$ cat src/rtl/fasater_hs_defs.sv
// fasater_hs_defs: shared 2-phase handshake constants and sink FSM states
package fasater_hs_defs;
    localparam logic PHASE_RST = 1'b0;
    localparam int SYNC_STAGES_DEF = 2;
    typedef enum logic [1:0] {IDLE = 2'd0, STALL = 2'd1, WAIT = 2'd2} hs_state_e;
endpackage

$ cat src/rtl/hs_sync.sv
// hs_sync: multi-flop synchronizer for a 2-phase handshake signal
module hs_sync
    import fasater_hs_defs::*;
#(
    parameter int STAGES = SYNC_STAGES_DEF
) (
    input  logic clk,
    input  logic rst_n,
    input  logic d,
    output logic q
);
    logic [STAGES-1:0] ff;
    always_ff @(posedge clk or negedge rst_n)
        if (!rst_n) ff <= {STAGES{PHASE_RST}};
        else ff <= {ff[STAGES-2:0], d};
    assign q = ff[STAGES-1];
endmodule

$ cat src/rtl/del_sync_sink.sv
// del_sync_sink: 2-phase bundled-data receiver into a FWFT FIFO with valid/ready output
module del_sync_sink
    import fasater_hs_defs::*;
#(
    parameter int DATA_W      = 32,
    parameter int SYNC_STAGES = SYNC_STAGES_DEF,
    parameter int DEPTH       = 4
) (
    input  logic                     clk,
    input  logic                     rst_n,
    input  logic                     in_R,
    input  logic [DATA_W-1:0]        in_data,
    output logic                     out_A,
    output logic                     m_valid,
    input  logic                     m_ready,
    output logic [DATA_W-1:0]        m_data,
    output logic [$clog2(DEPTH):0]   level
);
    localparam int AW = $clog2(DEPTH);
    localparam logic [AW:0] FULL_LVL = (AW+1)'(DEPTH);
    hs_state_e state, state_nxt;
    logic req_s, pending, full, cap, pop;
    logic [AW:0] wr_ptr, rd_ptr, rd_nxt;
    logic [DATA_W-1:0] mem [DEPTH];
    hs_sync #(.STAGES(SYNC_STAGES)) u_sync (.clk(clk), .rst_n(rst_n), .d(in_R), .q(req_s));
    assign pending = req_s ^ out_A;
    assign level   = wr_ptr - rd_ptr;
    assign full    = level == FULL_LVL;
    assign pop     = m_valid && m_ready;
    assign rd_nxt  = rd_ptr + (AW+1)'(pop);
    always_comb begin
        cap       = ((state == IDLE && pending) || state == STALL) && !full;
        state_nxt = cap ? WAIT : (state == STALL || (state == IDLE && pending)) ? STALL : IDLE;
    end
    // Output stage looks at the pre-edge write pointer, so a new word appears one edge after capture
    always_ff @(posedge clk or negedge rst_n)
        if (!rst_n) begin
            state   <= IDLE;
            out_A   <= PHASE_RST;
            wr_ptr  <= '0;
            rd_ptr  <= '0;
            m_valid <= 1'b0;
            m_data  <= '0;
        end else begin
            state   <= state_nxt;
            out_A   <= out_A ^ cap;
            wr_ptr  <= wr_ptr + (AW+1)'(cap);
            rd_ptr  <= rd_nxt;
            m_valid <= wr_ptr != rd_nxt;
            m_data  <= mem[rd_nxt[AW-1:0]];
        end
    always_ff @(posedge clk)
        if (cap) mem[wr_ptr[AW-1:0]] <= in_data;
endmodule

$ cat config.mk
export PLATFORM = sky130hd
export DESIGN_NAME = del_sync_sink
export DESIGN_NICKNAME = d
export VERILOG_FILES = /design/src/rtl/fasater_hs_defs.sv /design/src/rtl/hs_sync.sv /design/src/rtl/del_sync_sink.sv
export SDC_FILE = /design/constraint.sdc
export NUM_CORES = 1
export LEC_CHECK = 0
export ABC_AREA = 1
export CORE_ASPECT_RATIO = 0.9
export CORE_UTILIZATION = 50
export CTS_CLUSTER_SIZE = 10
export DETAILED_ROUTE_END_ITERATION = 8
export DONT_BUFFER_PORTS = 1
export PLACE_DENSITY = 0.75
export SETUP_SLACK_MARGIN = 0.15
export SYNTH_ARGS = -nofsm -noshare
export SYNTH_HDL_FRONTEND = slang
export SYNTH_SLANG_ARGS = --single-unit
$ cat constraint.sdc
create_clock -name clk -period 3.5 [get_ports clk]
set_input_delay 0.175 -clock clk [delete_from_list [all_inputs] [get_ports clk]]
set_output_delay 0.175 -clock clk [all_outputs]
set_load 0.02 [all_outputs]
# Yosys cells after proc, flatten, opt, wreduce, memory -nomap -nowiden
# Memories as Yosys holds them, arrays and structs flattened. A register that Yosys moved wholly into a read port is not among the register bits.
# Cells that the tools add are included.
dict set report classes {
  n_addsub 3
  eq_ne 3
  muxes 4
  bitwise 2
  n_reduce_logical 7
}
# operator n
set op_table {}
lappend op_table {{$add A3 B1 Y3} 2}
lappend op_table {{$eq A3 B3 Y1 const B} 1}
lappend op_table {{$logic_and A1 B1 Y1} 3}
lappend op_table {{$mux W1} 3}
lappend op_table {{$ne A3 B3 Y1} 1}
lappend op_table {{$sub A3 B3 Y3} 1}
lappend op_table {{$eq A2 B1 Y1 const B} 1}
lappend op_table {{$logic_not A1 Y1} 2}
lappend op_table {{$logic_not A2 Y1} 1}
lappend op_table {{$mux W2} 1}
lappend op_table {{$xor A1 B1 Y1} 2}
lappend op_table {{$logic_or A1 B1 Y1} 1}
dict set report word_totals {
  ff_bits 12
  mem_bits_rw 128
  output_inout_bits 37
  n_memories 1
}
# name depth word_bits read_ports rd_ports_with_merged_regs write_ports line
set mem_list {}
lappend mem_list {mem 4 32 1 1 1 del_sync_sink.sv:24} ;# logic [DATA_W-1:0] mem [DEPTH];

# Logic depth before layout (Yosys ltp)
# Gate-level depths: netlist of run 1.
dict set report logic_depth {
  depth_word 6
  mapped_depth 11
  depth_no_buf 11
}

# Cells and area by module
# Synthesis of run 1 repeated with hierarchy kept, for this count alone.
dict set report unflattened {
  hier_cells 406
  area_unflattened_um2 6247.2
}
# module n_inst cells_per_inst area_each_um2 seq_area_each_um2
set by_module_without_submodules {}
lappend by_module_without_submodules {del_sync_sink 1 404 6197.2 4894.7}
lappend by_module_without_submodules {hs_sync 1 2 50.0 50.0}

# Worst setup path before layout of run 1
# Ideal clock, no wire load.
dict set report synth_path {
  kind {reg2reg}
  from {register wr_ptr[0]}
  to {memory mem[0][0], enable pin}
  arrival_time_ns 2.754
  required_time_ns 3.079
  setup_slack_ns 0.325
  stages_incl_launch_ff 9
  path_buffers 0
  period_less_slack_ns 3.175
  cell_sequence {dfrtp_1 -> inv_1 -> ha_1 -> fa_1 -> nand2_1 -> inv_1 -> nand3_2 -> nand2_4 -> nor2_1}
}
dict set report synth_between {
  elab_chain_len 6
}
# element line
set synth_rtl {}
lappend synth_rtl {{start, declared} del_sync_sink.sv:23} ;# logic [AW:0] wr_ptr, rd_ptr, rd_nxt;
lappend synth_rtl {{start signal, assigned} del_sync_sink.sv:47} ;# wr_ptr <= wr_ptr + (AW+1)'(cap);
lappend synth_rtl {{$sub A3 B3 Y3} del_sync_sink.sv:27} ;# assign level = wr_ptr - rd_ptr;
lappend synth_rtl {{$eq A3 B3 Y1} del_sync_sink.sv:28} ;# assign full = level == FULL_LVL;
lappend synth_rtl {{$logic_not A1 Y1} del_sync_sink.sv:32} ;# cap = ((state == IDLE && pending) || state == STALL) && !full;
lappend synth_rtl {{$logic_and A1 B1 Y1} del_sync_sink.sv:32}
lappend synth_rtl {{$mux W1} del_sync_sink.sv:53} ;# if (cap) mem[wr_ptr[AW-1:0]] <= in_data;
lappend synth_rtl {{$mux W1 (implied by the code)} del_sync_sink.sv:53}
lappend synth_rtl {{end, declared} del_sync_sink.sv:24}
# Several ways; a longest one is shown, not always the timed one.

# Final worst setup path of run 1
dict set report layout_path {
  from {register wr_ptr[0]}
  to {memory mem[3][23], enable pin}
}
# The elaborated chain is that of the path after synthesis.

==> out/metrics.cfg, run 1 <==
[outcome]
outcome = finished, final reports clean

[pwr]
power.internal_mw = 4.73
swShare_pct = 38.2
ir_drop_v = 0.000614
power.switching_mw = 2.93
power_density_nw_per_um2 = 1050
combPwrFrac_pct = 31.8
leakage_nw = 2.61
total_power_mw = 7.66
seqPwrFrac_pct = 45.7
p_clk_share_pct = 22.4

[timing]
min_period_ns = 2.45
worst_slew_pin_slew_ns = 0.780
slew_viol_final = 0
max-slew-margin-rel_pct = 47.9
setup_viol = 0
finClkSkew_ns = 0.00902
fmax_ghz = 0.407
fin_crit_sh_pct = 70.1
rsz0062_at_grt = false
tns_ns = 0
hold_violations = 0
setup_ws_ns = 1.05

[synthesis]
yosysSeqAreaShare_pct = 78.6
synth.avg_cell_area_um2 = 15.5
synth.yosys.warnings = 0
syn_area_um2 = 6290
synthesis.instances = 406
syn_nets = 448
yosysUniqueCellTypes = 24
ys_ff_latch = 172

[clock_tree]
clkLatencyLatePin_ns = 0.42
htree_num_levels = 4
path_clk_slew_ns = 0.06
cts.sinks = 172
hold_buffers = 35
cts_setup_buffers = 0
cts_buffer_depth = 2
cts.repair.resized = 0
cts-buffers-inserted = 17
cts_root_buf = clkbuf_16
cts_tree = yes

[die]
die_w_um = 120
core-area_um2 = 12200
die_area_um2 = 13000
start_util_pct = 51.7
fp.dieH_um = 108
rows = 38
io_pins = 73

[placed_design]
gp_congestion = 0.779
pre_cts_ws_ns = 1.02
post-dp-hpwl_um = 6470
portBuffers = 0
dp_cells = 554
placedInstanceArea_um2 = 6390

[global_routing]
grt.total_usage_pct = 19.2
grt_max_degree = 65
grt_pass1_vias = 3388
grt_pass1_wl_um = 18100
antenna_found_initial = 0
grt.overflow.total = 0

[detailed_routing]
drtAntennaViolNets = 0
drt-total-wl_um = 11500
drtPass1Iterations = 5
wl_per_cell_um = 18.5
vias_per_cell = 5.39
drc = 0
vias = 3349
first_iter_violations = 210

[setup_path]
cp_max_fo = 20
cp-start-kind = flop
crit_required_ns = 3.62
path_class = flop to flop
endpoint_kind = flop
arrival_ns = 2.58

[cells_and_area]
area_delta_synth_final_pct = 16.1
drive_gt1_share_pct = 14.3
layoutNonFillerInstCount = 621
finalInstanceArea_um2 = 7300
layout.nets = 490
antenna_cells = 0

[run]
maxCapViolCount = 0

[hold_path]
holdCritPathClass = input pin to async pin

==> synthesized netlist by cell type, drive strengths merged <==
| cell type | count | share of area (%) |
|---|---|---|
| xor2 | 3 | 0.42 |
| nand3 | 5 | 0.48 |
| nor2 | 69 | 4.1 |
| o21ai | 64 | 6.0 |
| or2 | 1 | 0.10 |
| nand2 | 17 | 1.3 |
| clkbuf | 2 | 0.16 |
| ha | 5 | 1.0 |
| edfxtp | 128 | 61 |
| fa | 1 | 0.32 |
| o22ai | 32 | 3.2 |
| a21oi | 1 | 0.080 |
| inv | 15 | 1.0 |
| buf | 17 | 2.9 |
| dfrtp | 44 | 18 |
| xnor2 | 2 | 0.28 |
==> power groups by stage <==
stage | combinational [mW] | clock [mW] | sequential [mW]
final | 2.44 | 1.72 | 3.50
after CTS | 2.48 | 1.74 | 3.51
after floorplan | 1.96 | 0 | 3.50
after global placement | 2.32 | 0 | 3.53
after global routing | 2.71 | 1.84 | 3.57
after detailed placement | 2.40 | 0 | 3.55
==> cell type report <==
class,instances,area [um^2]
fill,923,4870
sequential,172,4940
multi-input combinational,200,1120
clock inverter,11,93.8
tap,160,200
inverter,15,63.8
timing repair buffer,42,433
clock buffer,21,440
==> layout by cell type, fill, tap and decap left out, drive strengths merged <==
cell type and n:
inv 18, xor2 3, dlygate4sd3 34, o21ai 64
clkinvlp 1, ha 5, nor2 69, nand2 17
dfrtp 44, clkbuf 21, bufinv 1, xnor2 2
nand3 5, o22ai 32, a21oi 1, buf 8
fa 1, edfxtp 128, clkinv 6, or2 1
==> logic make-up after synthesis <==
family	Yosys count	synth area share, %
DFF	172	78.6
AOI/OAI and AO/OA	97	9.31
and+or+nand+nor	92	5.99
adders and majority gates	6	1.31
xor gates and xnor gates	5	0.697
buffers and inverters	34	4.04
==> per-stage QoR <==
step / hold WS (ns) / util [%]
floorplan: -0.121 / -
global placement: -0.120 / 52.5
detailed placement: -0.120 / 52.5
CTS: 0.242 / 60.0
global route: 0.289 / 60.0
finish: 0.287 / 60.0
==> registers in the layout, indices dropped and copies added (netlist names) <==
register / count
out_A: 1
rd_ptr: 3
m_data: 32
u_sync.ff: 2
mem: 128
state: 2
m_valid: 1
wr_ptr: 3
==> per-layer routing <==
metal,vias up,track usage [%],routed length (um),part of all wire (%)
li1,1555,-,-,-
met1,1680,23.6,4910,43
met2,104,31.8,5900,51
met3,10,6.49,609,5.3
met4,0,7.14,90,0.78
met5,-,0,0,0
==> worst paths after layout <==
check | startpoint | endpoint | slack [ns] | cells past startpoint
hold reg to reg | u_sync.ff[0]$_DFF_PN0_ | u_sync.ff[1]$_DFF_PN0_ | 0.36 | 0
setup / recovery | wr_ptr[0]$_DFF_PN0_ | mem[3][23]$_DFFE_PP_ | 1.05 | 9
hold / removal | rst_n | m_data[25]$_DFF_PN0_ | 0.29 | 2
min in group clk | m_ready | rd_ptr[2]$_DFF_PN0_ | 0.30 | 5
max in group asynchronous | rst_n | wr_ptr[1]$_DFF_PN0_ | 3.00 | 2
setup reg to reg | wr_ptr[0]$_DFF_PN0_ | mem[3][23]$_DFFE_PP_ | 1.05 | 9
==> worst max-delay path: stages (launching register included) <==
cell     delay, ns
dfrtp_1       0.41
inv_1         0.10
ha_1          0.22
fa_1          0.46
nand2_1       0.08
inv_1         0.05
nand3_2       0.10
nand2_4       0.11
nor2_4        0.38
buf_12        0.24
No activity file was read; power rests on OpenSTA's default activity.
==> inputs of run 2 (changes only) <==
==> constraint.sdc (replaced) <==
create_clock -name clk -period 2.26 [get_ports clk]
set_input_delay 0.113 -clock clk [delete_from_list [all_inputs] [get_ports clk]]
set_output_delay 0.113 -clock clk [all_outputs]
set_load 0.02 [all_outputs]
==> run 2 against run 1 <==
  * Power rose by 62%
  * First-iteration DRC count is 22% higher
  * Sequential power is 55% higher
  * Count of clock-buffer cells in the layout decreased by 4
  * Final cell count increased by 2.4%
  * Register-to-register slack worse by 0.90 ns
  * Worst setup slack got worse by 0.90 ns
  * Final area increased by 3.0%
  * Die area is the same
  * Clock skew shrank 0.0027 ns
  * Clock power is 52% higher
  * Critical path depth is 2 higher
==> out/metrics.cfg, run 2 (synthesis results as in run 1) <==
[placed_design]
post-dp-hpwl_um = 6700
pre_cts_ws_ns = 0.101
portBuffers = 0
placedInstanceArea_um2 = 6550
gp_congestion = 0.734
dp_cells = 563

[cells_and_area]
layout.nets = 505
finalInstanceArea_um2 = 7520
layoutNonFillerInstCount = 636
antenna_cells = 0
layout_common_cells = edfxtp_1, nor2_1, o21ai_1
area_delta_synth_final_pct = 19.5
largest_reg_flops = 128
layout_commonest_cell = edfxtp_1
drive_gt1_share_pct = 17.9

[detailed_routing]
drc = 0
drtPass1Iterations = 4
drt-total-wl_um = 11700
first_iter_violations = 256
vias = 3389
drtAntennaViolNets = 0
vias_per_cell = 5.33
wl_per_cell_um = 18.5

[setup_path]
endpoint_kind = flop
r2r-end = wr_ptr[2]$_DFF_PN0_
r2r_setup_slack_ns = 0.15
critPathSlowestCell = fa_1
reg2reg_depth = 11
worstPathCellList = inv_4 > ha_4 > fa_1 > nand2_1 > inv_1 > nand3_2 > nand2_4 > inv_4 > ha_4 > ha_4 > xor2_1
crit_required_ns = 2.57
cp-start-kind = flop
r2r-start = wr_ptr[0]$_DFF_PN0_
critPathMostFrequentCell = ha_4
cp_max_fo = 6
cpPeakStageDelay_ns = 0.53
path_class = flop to flop
arrival_ns = 2.42

[pwr]
seqPwrFrac_pct = 43.6
power.switching_mw = 4.71
combPwrFrac_pct = 35.4
leakage_nw = 2.69
power.internal_mw = 7.71
ir_drop_v = 0.000886
p_clk_share_pct = 21.1
swShare_pct = 38.0
power_density_nw_per_um2 = 1650

[die]
fp.dieH_um = 108
core-area_um2 = 12200
start_util_pct = 51.7
die_w_um = 120
rows = 38
io_pins = 73
die_area_um2 = 13000

[global_routing]
antenna_found_initial = 0
grt_pass1_wl_um = 18400
grt.overflow.total = 0
grt.total_usage_pct = 19.6
grt_pass1_vias = 3468
grt_max_degree = 65

[clock_tree]
cts_tree = yes
cts_root_buf = clkbuf_16
cts_buffer_depth = 2
cts.sinks = 172
clkLatencyLatePin_ns = 0.42
htree_num_levels = 4
cts-buffers-inserted = 17
path_clk_slew_ns = 0.06

[timing]
fmax_ghz = 0.473
worst_slew_pin_slew_ns = 0.416
whs_ns = 0.207
setup_ws_ns = 0.146
setup_viol = 0
rsz0062_at_grt = true
min_period_ns = 2.11
max-slew-margin-rel_pct = 72.3
hold_violations = 0
slew_viol_final = 0
fin_crit_sh_pct = 93.5
finClkSkew_ns = 0.00635

[outcome]
outcome = finished, final reports clean

[hold_path]
holdCritPathClass = input pin to async pin

[run]
maxCapViolCount = 0

==> run 2: cell types whose count changed in the layout (fill, tap and decap cells not counted), moves of 3 or more <==
cell      before  now
clkbuf_1       4    0
buf_4          6   14
buf_12         1    5
ha_1           4    1
clkinv_1       0    6
ha_4           0    3
==> run 2: layout make-up <==
class,instances,area (um^2)
Sequential cell,172,4950
Fill cell,920,4660
Multi-Input combinational cell,200,1160
Timing Repair Buffer,57,611
Clock buffer,17,425
Tap cell,160,200
Clock inverter,15,106
Inverter,15,68.8
==> run 2: worst max path at each step <==
stage	start	endpoint	slack (ns)	cells past startpoint
after floorplan	wr_ptr[0]$_DFF_PN0_	mem[0][0]$_DFFE_PP_	-0.04	8
after global placement	rd_ptr[0]$_DFF_PN0_	wr_ptr[2]$_DFF_PN0_	0.17	10
after detailed placement	rd_ptr[0]$_DFF_PN0_	wr_ptr[2]$_DFF_PN0_	0.10	10
after CTS	rd_ptr[0]$_DFF_PN0_	wr_ptr[2]$_DFF_PN0_	0.16	10
after global routing	rd_ptr[0]$_DFF_PN0_	wr_ptr[2]$_DFF_PN0_	0.05	10
final	wr_ptr[0]$_DFF_PN0_	wr_ptr[2]$_DFF_PN0_	0.15	11
==> run 2: worst max-delay path, delay by kind of cell, from the launching register on <==
family | cells | cell delay, ns
xor gates and xnor gates | 1 | 0.13
buffers and inverters | 3 | 0.15
and+or+nand+nor | 3 | 0.35
DFF | 1 | 0.38
adders and majority gates | 4 | 0.99
==> run 2: through the flow <==
stage	util [%]	setup TNS (ns)	power [mW]
after global routing	61.7	0	13.1
after global placement	53.8	0	9.42
after CTS	61.4	0	12.4
after floorplan	-	-2.78	8.58
after detailed placement	53.8	0	9.58
final	61.7	0	12.4
==> run 2: per-layer routing <==
metal | wire length [um] | global-route usage (%) | share of wire (%)
met5 | 0 | 0 | 0
met4 | 142 | 8.57 | 1.2
met3 | 648 | 6.75 | 5.5
met2 | 5830 | 31.1 | 50
met1 | 5120 | 24.6 | 44
==> run 2: what timing repair did <==
item                                    CTS  global route
setup buffers                             2             4
gates resized for setup                   1             5
endpoints found under the setup margin    1           123
hold buffers                             35             0
endpoints found under the hold margin   173             0
pin swaps                                 2             5
==> run 2: power by group through the flow <==
stage / Clock, mW / Combinational, mW / Sequential [mW]
after floorplan: 0 / 3.18 / 5.40
after global placement: 0 / 3.97 / 5.45
after CTS: 2.66 / 4.30 / 5.42
after detailed placement: 0 / 4.11 / 5.47
after global routing: 2.79 / 4.85 / 5.51
final: 2.62 / 4.39 / 5.41
==> inputs of run 3 (changes only) <==
==> constraint.sdc (replaced) <==
create_clock -name clk -period 2.7 [get_ports clk]
set_input_delay 0.135 -clock clk [delete_from_list [all_inputs] [get_ports clk]]
set_output_delay 0.135 -clock clk [all_outputs]
set_load 0.02 [all_outputs]
==> run 3 against run 2 <==
  * Die area unchanged
  * Final area decreased by 0.87%
  * Critical path depth stayed put
==> out/metrics.cfg, run 3 (synthesis results as in run 1) <==
[outcome]
outcome = finished, final reports clean

[setup_path]
endpoint_kind = flop
path_class = flop to flop
cp-start-kind = flop
arrival_ns = 2.66
cp_max_fo = 6
crit_required_ns = 3.01

[global_routing]
antenna_found_initial = 0
grt.overflow.total = 0
grt_pass1_wl_um = 18600
grt_max_degree = 65
grt.total_usage_pct = 19.8
grt_pass1_vias = 3432

[placed_design]
portBuffers = 0
gp_congestion = 0.739
dp_cells = 561
post-dp-hpwl_um = 6950
placedInstanceArea_um2 = 6480

[timing]
worst_slew_pin_slew_ns = 0.482
hold_violations = 0
fin_crit_sh_pct = 87.3
min_period_ns = 2.36
rsz0062_at_grt = false
finClkSkew_ns = 0.00728
slew_viol_final = 0
max-slew-margin-rel_pct = 67.8
setup_viol = 0
fmax_ghz = 0.424
whs_ns = 0.238
tns_ns = 0

[clock_tree]
cts_buffer_depth = 2
cts_tree = yes
path_clk_slew_ns = 0.07
cts.sinks = 172
clkLatencyLatePin_ns = 0.42
cts_root_buf = clkbuf_16
cts-buffers-inserted = 17
cts.repair.resized = 0
htree_num_levels = 4

[cells_and_area]
layout.nets = 499
drive_gt1_share_pct = 16.6
multi_input_area_um2 = 1120
area_delta_synth_final_pct = 18.5
layoutNonFillerInstCount = 630
layout_commonest_cell = edfxtp_1
antenna_cells = 0
regArea_um2 = 4940
num-fill-cells = 917
layout_common_cells = edfxtp_1, nor2_1, o21ai_1, dfrtp_1, dlygate4sd3_1
largest_reg_flops = 128
finalInstanceArea_um2 = 7450

[pwr]
leakage_nw = 2.69
total_power_mw = 10.2
power_density_nw_per_um2 = 1380
ir_drop_v = 0.000829

[detailed_routing]
drc = 0
drtAntennaViolNets = 0
drtPass1Iterations = 4
drt-total-wl_um = 11500
vias = 3383
vias_per_cell = 5.37
first_iter_violations = 220
wl_per_cell_um = 18.3

[hold_path]
holdCritPathClass = input pin to async pin

[die]
start_util_pct = 51.7
die_w_um = 120
rows = 38
die_area_um2 = 13000
fp.dieH_um = 108
core-area_um2 = 12200
io_pins = 73

[run]
maxCapViolCount = 0

==> run 3: cell count changes in the layout (fill, tap and decap cells not counted), moves of 3 or more <==
cell	change
clkinv_1	-5
clkinv_2	-3
ha_1	+3
ha_4	-3
inv_8	+6
==> run 3: worst paths after layout <==
check | cells past startpoint | slack [ns] | startpoint | endpoint
setup / recovery | 11 | 0.34 | wr_ptr[0]$_DFF_PN0_ | wr_ptr[2]$_DFF_PN0_
hold reg to reg | 0 | 0.36 | u_sync.ff[0]$_DFF_PN0_ | u_sync.ff[1]$_DFF_PN0_
setup reg to reg | 11 | 0.34 | wr_ptr[0]$_DFF_PN0_ | wr_ptr[2]$_DFF_PN0_
min in group clk | 5 | 0.25 | m_ready | rd_ptr[2]$_DFF_PN0_
hold / removal | 2 | 0.24 | rst_n | m_data[26]$_DFF_PN0_
max in group asynchronous | 2 | 2.24 | rst_n | m_data[20]$_DFF_PN0_
==> run 3: power by group <==
part / switching (mW) / internal (mW)
clock: 1.05 / 1.31
combinational: 2.24 / 1.11
sequential: 0.645 / 3.90
total: 3.93 / 6.31
==> run 3: metal layers <==
| metal | up-vias | share of wire [%] | track usage, % |
|---|---|---|---|
| met2 | 80 | 50 | 32.1 |
| met3 | 15 | 4.2 | 5.59 |
| met5 | - | 0 | 0 |
| met1 | 1709 | 44 | 24.8 |
| li1 | 1579 | - | - |
| met4 | 0 | 1.7 | 9.20 |
==> run 3: final cells by class <==
class	count	share of cell area, %
timing repair buffer	51	7.22
multi-input combinational	200	15.0
sequential	172	66.4
tap	160	2.69
clock inverter	15	2.12
clock buffer	17	5.71
inverter	15	0.856
==> run 3: stage by stage <==
step	worst slack [ns]	utilization (%)
after floorplan	0.0476	-
after global placement	0.409	53.3
after detailed placement	0.315	53.3
after CTS	0.292	61.1
after global routing	0.191	61.2
final	0.342	61.2
==> run 3: worst max-delay path, stage by stage, from the launching register on <==
cell,delay (ns)
dfrtp_1,0.38
inv_1,0.09
ha_1,0.22
fa_1,0.50
nand2_1,0.06
inv_1,0.06
nand3_2,0.12
nand2_4,0.17
inv_1,0.09
ha_1,0.21
ha_1,0.19
xor2_1,0.14
==> run 3: what timing repair did <==
action,in CTS,in global routing
setup buffers,0,2
endpoints found under the setup margin,0,1
hold buffers,35,0
hold endpoints to repair,173,0
